<file path="config.mk">
export PLATFORM = sky130hd
export DESIGN_NAME = rv32v_fetch2_stage
export DESIGN_NICKNAME = d
export VERILOG_FILES = /design/src/rtl/rv32v_fetch2_stage.sv
export SDC_FILE = /design/constraint.sdc
export NUM_CORES = 1
export LEC_CHECK = 0
export ABC_CLOCK_PERIOD_IN_PS = 3000
export CAP_MARGIN = 5
export CELL_PAD_IN_SITES_DETAIL_PLACEMENT = 0
export CELL_PAD_IN_SITES_GLOBAL_PLACEMENT = 1
export CORE_MARGIN = 1.5
export CORE_UTILIZATION = 52
export CTS_BUF_LIST = sky130_fd_sc_hd__clkbuf_4 sky130_fd_sc_hd__clkbuf_8
export DETAILED_ROUTE_END_ITERATION = 16
export DONT_BUFFER_PORTS = 1
export PLACE_DENSITY_LB_ADDON = 0.1
export SYNTH_ARGS = -nofsm -noshare
export SYNTH_HDL_FRONTEND = slang
export SYNTH_SLANG_ARGS = --single-unit
</file>
<file path="constraint.sdc">
create_clock -name CLK -period 3 [get_ports CLK]
set_input_delay 0.3 -clock CLK [delete_from_list [all_inputs] [get_ports CLK]]
set_output_delay 0.3 -clock CLK [all_outputs]
set_load 0.05 [all_outputs]
</file>
<file path="src/rtl/rv32v_fetch2_stage.sv">
// rv32v_fetch2_stage: producer side of the fetch2->decode interface. Classifies
//   imem responses (good / misaligned / faulting) into a 2-entry skid buffer.
//   Latency: push in cycle N visible at outputs in N+1. f1_ready = (count != 2).
// Ports: CLK, RST (sync, active-high); fetch1 side f1_valid/f1_ready/f1_pc/
//   f1_rdata/f1_fault; control flush; decode side dec_valid/dec_ready/instr/
//   mal_insn/fault_insn.
// Optional macro RV32V_FETCH2_TB_LINE_EN adds tb_line_num (pop counter) and
//   per-entry sequence tags with a pop-order assertion.

module rv32v_fetch2_stage #(
  parameter logic [31:0] NOP_INSTR = 32'h0000_0013,
  parameter int          DEPTH     = 2
) (
  input  logic        CLK,
  input  logic        RST,
  input  logic        f1_valid,
  output logic        f1_ready,
  input  logic [31:0] f1_pc,
  input  logic [31:0] f1_rdata,
  input  logic        f1_fault,
  input  logic        flush,
  input  logic        dec_ready,
  output logic        dec_valid,
  output logic [31:0] instr,
  output logic        mal_insn,
`ifdef RV32V_FETCH2_TB_LINE_EN
  output logic        fault_insn,
  output logic [31:0] tb_line_num
`else
  output logic        fault_insn
`endif
);

  typedef logic [31:0] word_t;

  typedef struct packed {
    word_t rdata;
    logic  mal;
    logic  fault;
  } entry_t;

  // The pointer/count encoding below is hard-wired for two entries.
  if (DEPTH != 2) begin : g_bad_depth
    $error("rv32v_fetch2_stage: only DEPTH == 2 is supported");
  end

  logic [1:0] count_q;
  logic       wr_ptr_q;
  logic       rd_ptr_q;
  entry_t     entries_q [2];

  logic   push;
  logic   pop;
  entry_t new_entry;
  entry_t head;

  // Only the low PC bits matter for alignment classification.
  logic unused_pc_bits;
  assign unused_pc_bits = &{1'b0, f1_pc[31:2]};

  assign f1_ready  = (count_q != 2'd2);
  assign dec_valid = (count_q != 2'd0);
  assign push      = f1_valid & f1_ready;
  assign pop       = dec_valid & dec_ready;

  // Fault has priority: a faulting fetch is never also flagged misaligned.
  always_comb begin
    new_entry.rdata = f1_rdata;
    new_entry.fault = f1_fault;
    new_entry.mal   = (f1_pc[1:0] != 2'b00) & ~f1_fault;
  end

  assign head = entries_q[rd_ptr_q];

  always_comb begin
    instr      = NOP_INSTR;
    mal_insn   = 1'b0;
    fault_insn = 1'b0;
    if (dec_valid) begin
      mal_insn   = head.mal;
      fault_insn = head.fault;
      if (!(head.mal || head.fault)) begin
        instr = head.rdata;
      end
    end
  end

  // Count / pointer state. Reset and flush both empty the buffer; flush
  // realigns rd_ptr to wr_ptr so stale contents are simply skipped.
  always_ff @(posedge CLK) begin
    if (RST) begin
      count_q  <= 2'd0;
      wr_ptr_q <= 1'b0;
      rd_ptr_q <= 1'b0;
    end else if (flush) begin
      count_q  <= 2'd0;
      rd_ptr_q <= wr_ptr_q;
    end else begin
      if (push) wr_ptr_q <= ~wr_ptr_q;
      if (pop)  rd_ptr_q <= ~rd_ptr_q;
      case ({push, pop})
        2'b10:   count_q <= count_q + 2'd1;
        2'b01:   count_q <= count_q - 2'd1;
        default: count_q <= count_q;
      endcase
    end
  end

  // Entry storage carries no reset; validity is tracked by count_q alone.
  always_ff @(posedge CLK) begin
    if (push && !RST && !flush) begin
      entries_q[wr_ptr_q] <= new_entry;
    end
  end

`ifdef RV32V_FETCH2_TB_LINE_EN
  logic [7:0] tag_q [2];
  logic [7:0] push_seq_q;
  logic [7:0] pop_seq_q;

  always_ff @(posedge CLK) begin
    if (push && !RST && !flush) begin
      tag_q[wr_ptr_q] <= push_seq_q;
    end
  end

  // Pop counter survives flush; expected pop order skips flushed entries.
  always_ff @(posedge CLK) begin
    if (RST) begin
      tb_line_num <= 32'd0;
      push_seq_q  <= 8'd0;
      pop_seq_q   <= 8'd0;
    end else begin
      if (pop) begin
        tb_line_num <= tb_line_num + 32'd1;
        assert (tag_q[rd_ptr_q] == pop_seq_q)
          else $error("rv32v_fetch2_stage: pop order tag %0d expected %0d",
                      tag_q[rd_ptr_q], pop_seq_q);
      end
      if (flush) begin
        pop_seq_q <= push_seq_q;
      end else begin
        if (push) push_seq_q <= push_seq_q + 8'd1;
        if (pop)  pop_seq_q  <= pop_seq_q + 8'd1;
      end
    end
  end
`endif

endmodule

</file>
# [Yosys cells after proc, flatten, opt, wreduce, memory -nomap -nowiden]
# Memories as Yosys holds them, arrays and structs flattened. A register that Yosys moved wholly into a read port is not among the register bits.
# Index checks and enable logic that the tools add are counted.
[classes] mux=11 n_reduce_logical=11 n_bitwise=7 add_sub_neg=2 n_eq_ne=3
[op_table] operator="$mux W32" n=2
[op_table] operator="$mux W1" n=8
[op_table] operator="$reduce_bool A2 Y1" n=4
[op_table] operator="$not A1 Y1" n=4
[op_table] operator="$pmux W2 S2" n=1
[op_table] operator="$and A1 B1 Y1" n=3
[op_table] operator="$add A2 B1 Y2 const B" n=1
[op_table] operator="$eq A2 B1 Y1 const B" n=1
[op_table] operator="$eq A2 B2 Y1 const B" n=1
[op_table] operator="$logic_and A1 B1 Y1" n=2
[op_table] operator="$logic_not A1 Y1" n=2
[op_table] operator="$ne A2 B2 Y1 const B" n=1
[op_table] operator="$reduce_and A2 Y1" n=1
[op_table] operator="$reduce_or A2 Y1" n=1
[op_table] operator="$sub A2 B1 Y2 const B" n=1
[op_table] operator="$logic_or A1 B1 Y1" n=1
[totals] input_bits=70 regBits=4 output_inout_bits=36 ram_bits=68 mem_count=1
[mem_list] name="entries_q" depth=2 word_bits=34 read_ports=1 rd_ports_with_merged_regs=1 wr=1 line="50" rtl="entry_t entries_q [2];"

# [Longest topological paths before layout]
[logic_depth] word_depth=6 ltp_mapped=6 depth_no_buf=6

# [Least setup slack after synthesis]
# OpenSTA, ideal clock, no wires.
[synth_timing] path_type="reg-to-reg" from="register count_q[0]" to="memory entries_q[0][0] in the netlist's numbering, enable pin" path_buffers=0 setup_time_ns=0.425 setup_slack_ns=0.007 period_less_slack_ns=2.993 stages_incl_launch_ff=4 required_ns=2.575 arrival_time_ns=2.567 path_cell_list="dfxtp_1 nand2b_1 nand3_1 nor2_1"
[synth_via] elab_chain_cells=6
[synth_rtl] item="start: declaration" line="47" rtl="logic [1:0] count_q;"
[synth_rtl] item="start signal: assignment" line="102" rtl="2'b10: count_q <= count_q + 2'd1;"
[synth_rtl] item="start signal: assignment" line="103" rtl="2'b01: count_q <= count_q - 2'd1;"
[synth_rtl] item="start signal: assignment" line="104" rtl="default: count_q <= count_q;"
[synth_rtl] item="$ne A2 B2 Y1" line="61" rtl="assign f1_ready = (count_q != 2'd2);"
[synth_rtl] item="net f1_ready" line="17" rtl="output logic f1_ready,"
[synth_rtl] item="$and A1 B1 Y1" line="63" rtl="assign push = f1_valid & f1_ready;"
[synth_rtl] item="$logic_and A1 B1 Y1 (2 in series)" line="111" rtl="if (push && !RST && !flush) begin"
[synth_rtl] item="$mux W1" line="111"
[synth_rtl] item="$mux W1 (implied by the code)" line="112" rtl="entries_q[wr_ptr_q] <= new_entry;"
[synth_rtl] item="end: declaration" line="50"
# The timed path passes the listed nets, and every way through them passes these cells.

==> results.toml <==
[outcome]
status = "completed"

[timing]
worst_pin_slew_ns = 0.897
setup-tns-final_ns = 0
max_slew_margin = 0.400
fin_ws_ns = 0.258
max_freq_ghz = 0.365
grt_setup_unrepaired = "no"
final-setup-viol-count = 0
final.min_clock_period_ns = 2.74
fin_crit_sh = 0.914
hold_viol_final = 0
finClkSkew_ns = 0.00531
final_max_slew_viol_count = 0

[global_route]
grt_max_degree = 20
grt_pass1_vias = 1466
grt_pass1_wl_um = 7230
antenna_found_initial = 0
grt_use_total = 0.170
grt.overflow.total = 0

[power]
leakage_nw = 1.17
p_per_area_nw_per_um2 = 604
p_int_mw = 1.59
p_clk_frac = 0.359
power.share.sequential = 0.574
power_frac_comb = 0.068
swShare = 0.209
irDropWorstVdd_uv = 601
p_switching_mw = 0.421

[yosys]
synth_edf_count = 68
synth_most_common_cell = "edfxtp_1"
synthTopCellsByCount = "edfxtp_1 (68), nor2_1 (37), mux2i_1 (31)"
syn-num-nets = 245
ys_seq_elements = 73
synth_area_sq_um = 2820
async_flop_share = 0
seq_area_frac_synth = 0.761
netlist-cell-type-count = 26
synth_top_area_frac = 0.725
synth_area_per_cell_sq_um = 16.2
yosys_warnings = 0
yosysTopAreaCell = "edfxtp_1"
synthCells = 174
synth_flop_cell = "edfxtp_1"
yosys-top-cells-area = "edfxtp_1 (73%), mux2i_1 (11%), nor2_1 (4.9%)"

[final_layout]
regArea_sq_um = 2140
areaGrowthSynthToFinish_pct = 18.4
final_area_sq_um = 3330
multiInputGateArea_sq_um = 632
fill_cells = 377
final_cells = 287
num-nets-final = 283
diodes = 0
layout-drive-gt1-share = 0.244
finish.utilization = 0.644

[worst_setup_path]
reg2reg_setup_slack_ns = 1.10
arrival_ns = 2.44
slowest_stage = "dfxtp_2"
end_kind = "primary output"
critical_path_class = "reg -> out"
worstPathRequired_ns = 2.70
cp_max_fo = 19
critPathMaxStageDelay_ns = 0.65
path_buf_inv = 2
cp_cell_sequence = "mux2i_1 > nand3_2 > buf_4 > nor2_1 > buf_4"
cp-start-kind = "flop"
crit_family = "flip-flops"
crit_path_frequent_cell = "buf_4"

[cts]
clockRootBuffer = "clkbuf_8"
clock_latency_ns = 0.33
cts_resized = 0
h-tree-depth = 3
cts.hold.buffers_added = 0
cts_setup_buffers = 0
clkSinkCount = 73
clock_path_buffers = 2
cts_tree = "built"
cts_buffers = 9
path_clk_slew_ns = 0.07

[detailed_routing]
wirelength_um = 4640
drt_iter0_drc = 91
via_per_inst = 5.17
wl_per_cell_um = 16.2
drc = 0
drtPass1Iterations = 4
antenna_left = 0
vias = 1484

[placed_design]
place_inst = 271
placed_area_sq_um = 3140
dp_slack_ns = 0.582
globalplace.congestion = 0.782
hpwl_um = 3190
io_buffers = 0

[min_path]
min_path_type = "in -> reg"

[flow_run]
drv_cap = 0

[die]
die_w_um = 76.6
placementRows = 26
initial_core_util = 0.544
dieArea_sq_um = 5860
io_pins = 106
core-area_sq_um = 5170
dieHeight_um = 76.6
-- layout by cell type, fill, tap and decap left out, types with 2 or more instances in the layout --
cell type   n
xnor2_1     2
nor2b_1     3
edfxtp_1   68
nor2_1     35
a211o_1     3
clkbuf_8    9
buf_4      33
dfxtp_1     4
nor2_4      2
mux2i_1    31
inv_1       3
clkinv_2    2
clkbuf_4    3
-- kinds of logic after synthesis --
family | Yosys count | synth area share
fa+ha+maj | 1 | 0.00444
compound gates | 10 | 0.0262
buf+inv | 10 | 0.0200
mux | 31 | 0.110
flops | 73 | 0.761
xor+xnor | 3 | 0.00934
simple gates | 46 | 0.0689
-- final cells by class --
type                       count  area share
clock inverter                 4      0.0131
inverter                       3     0.00338
timing repair buffer          34      0.0804
tap                           70      0.0263
multi-input combinational     91       0.190
sequential                    73       0.643
clock buffer                  12      0.0439
-- sequential cells by signal, indices dropped and copies added (netlist names), named ones only --
signal and cells:
count_q 2, entries_q 68, rd_ptr_q 1, wr_ptr_q 1
-- worst paths after layout --
| path | cells past startpoint | endpoint | startpoint |
|---|---|---|---|
| worst min register to register | 1 | wr_ptr_q | wr_ptr_q |
| worst max-delay path | 5 | instr[18] | flop |
| worst max register to register | 4 | entries_q[0][17] | count_q[0] |
| worst min-delay path | 1 | count_q[0] | flush |
-- layer usage --
metal,share of wire,up-vias,global-route usage
li1,-,718,-
met1,0.38,698,0.181
met2,0.53,59,0.296
met3,0.075,9,0.0587
met4,0.015,0,0.0870
met5,0,-,0
-- stage by stage --
step           power (mW)  hold slack (ns)
2_1_floorplan        1.29            0.377
4_1_cts              2.03           0.0332
6_report             2.01           0.0450
3_5_place_dp         1.31            0.385
3_3_place_gp         1.31            0.381
5_1_grt              2.09           0.0166
-- power groups by stage --
| stage | clock network [mW] | registers (mW) | logic (mW) |
|---|---|---|---|
| 6_report | 0.722 | 1.16 | 0.136 |
| 4_1_cts | 0.735 | 1.16 | 0.138 |
| 3_5_place_dp | 0 | 1.18 | 0.137 |
| 3_3_place_gp | 0 | 1.18 | 0.133 |
| 5_1_grt | 0.786 | 1.16 | 0.145 |
| 2_1_floorplan | 0 | 1.17 | 0.117 |
No activity file was read; power rests on OpenSTA's default activity.
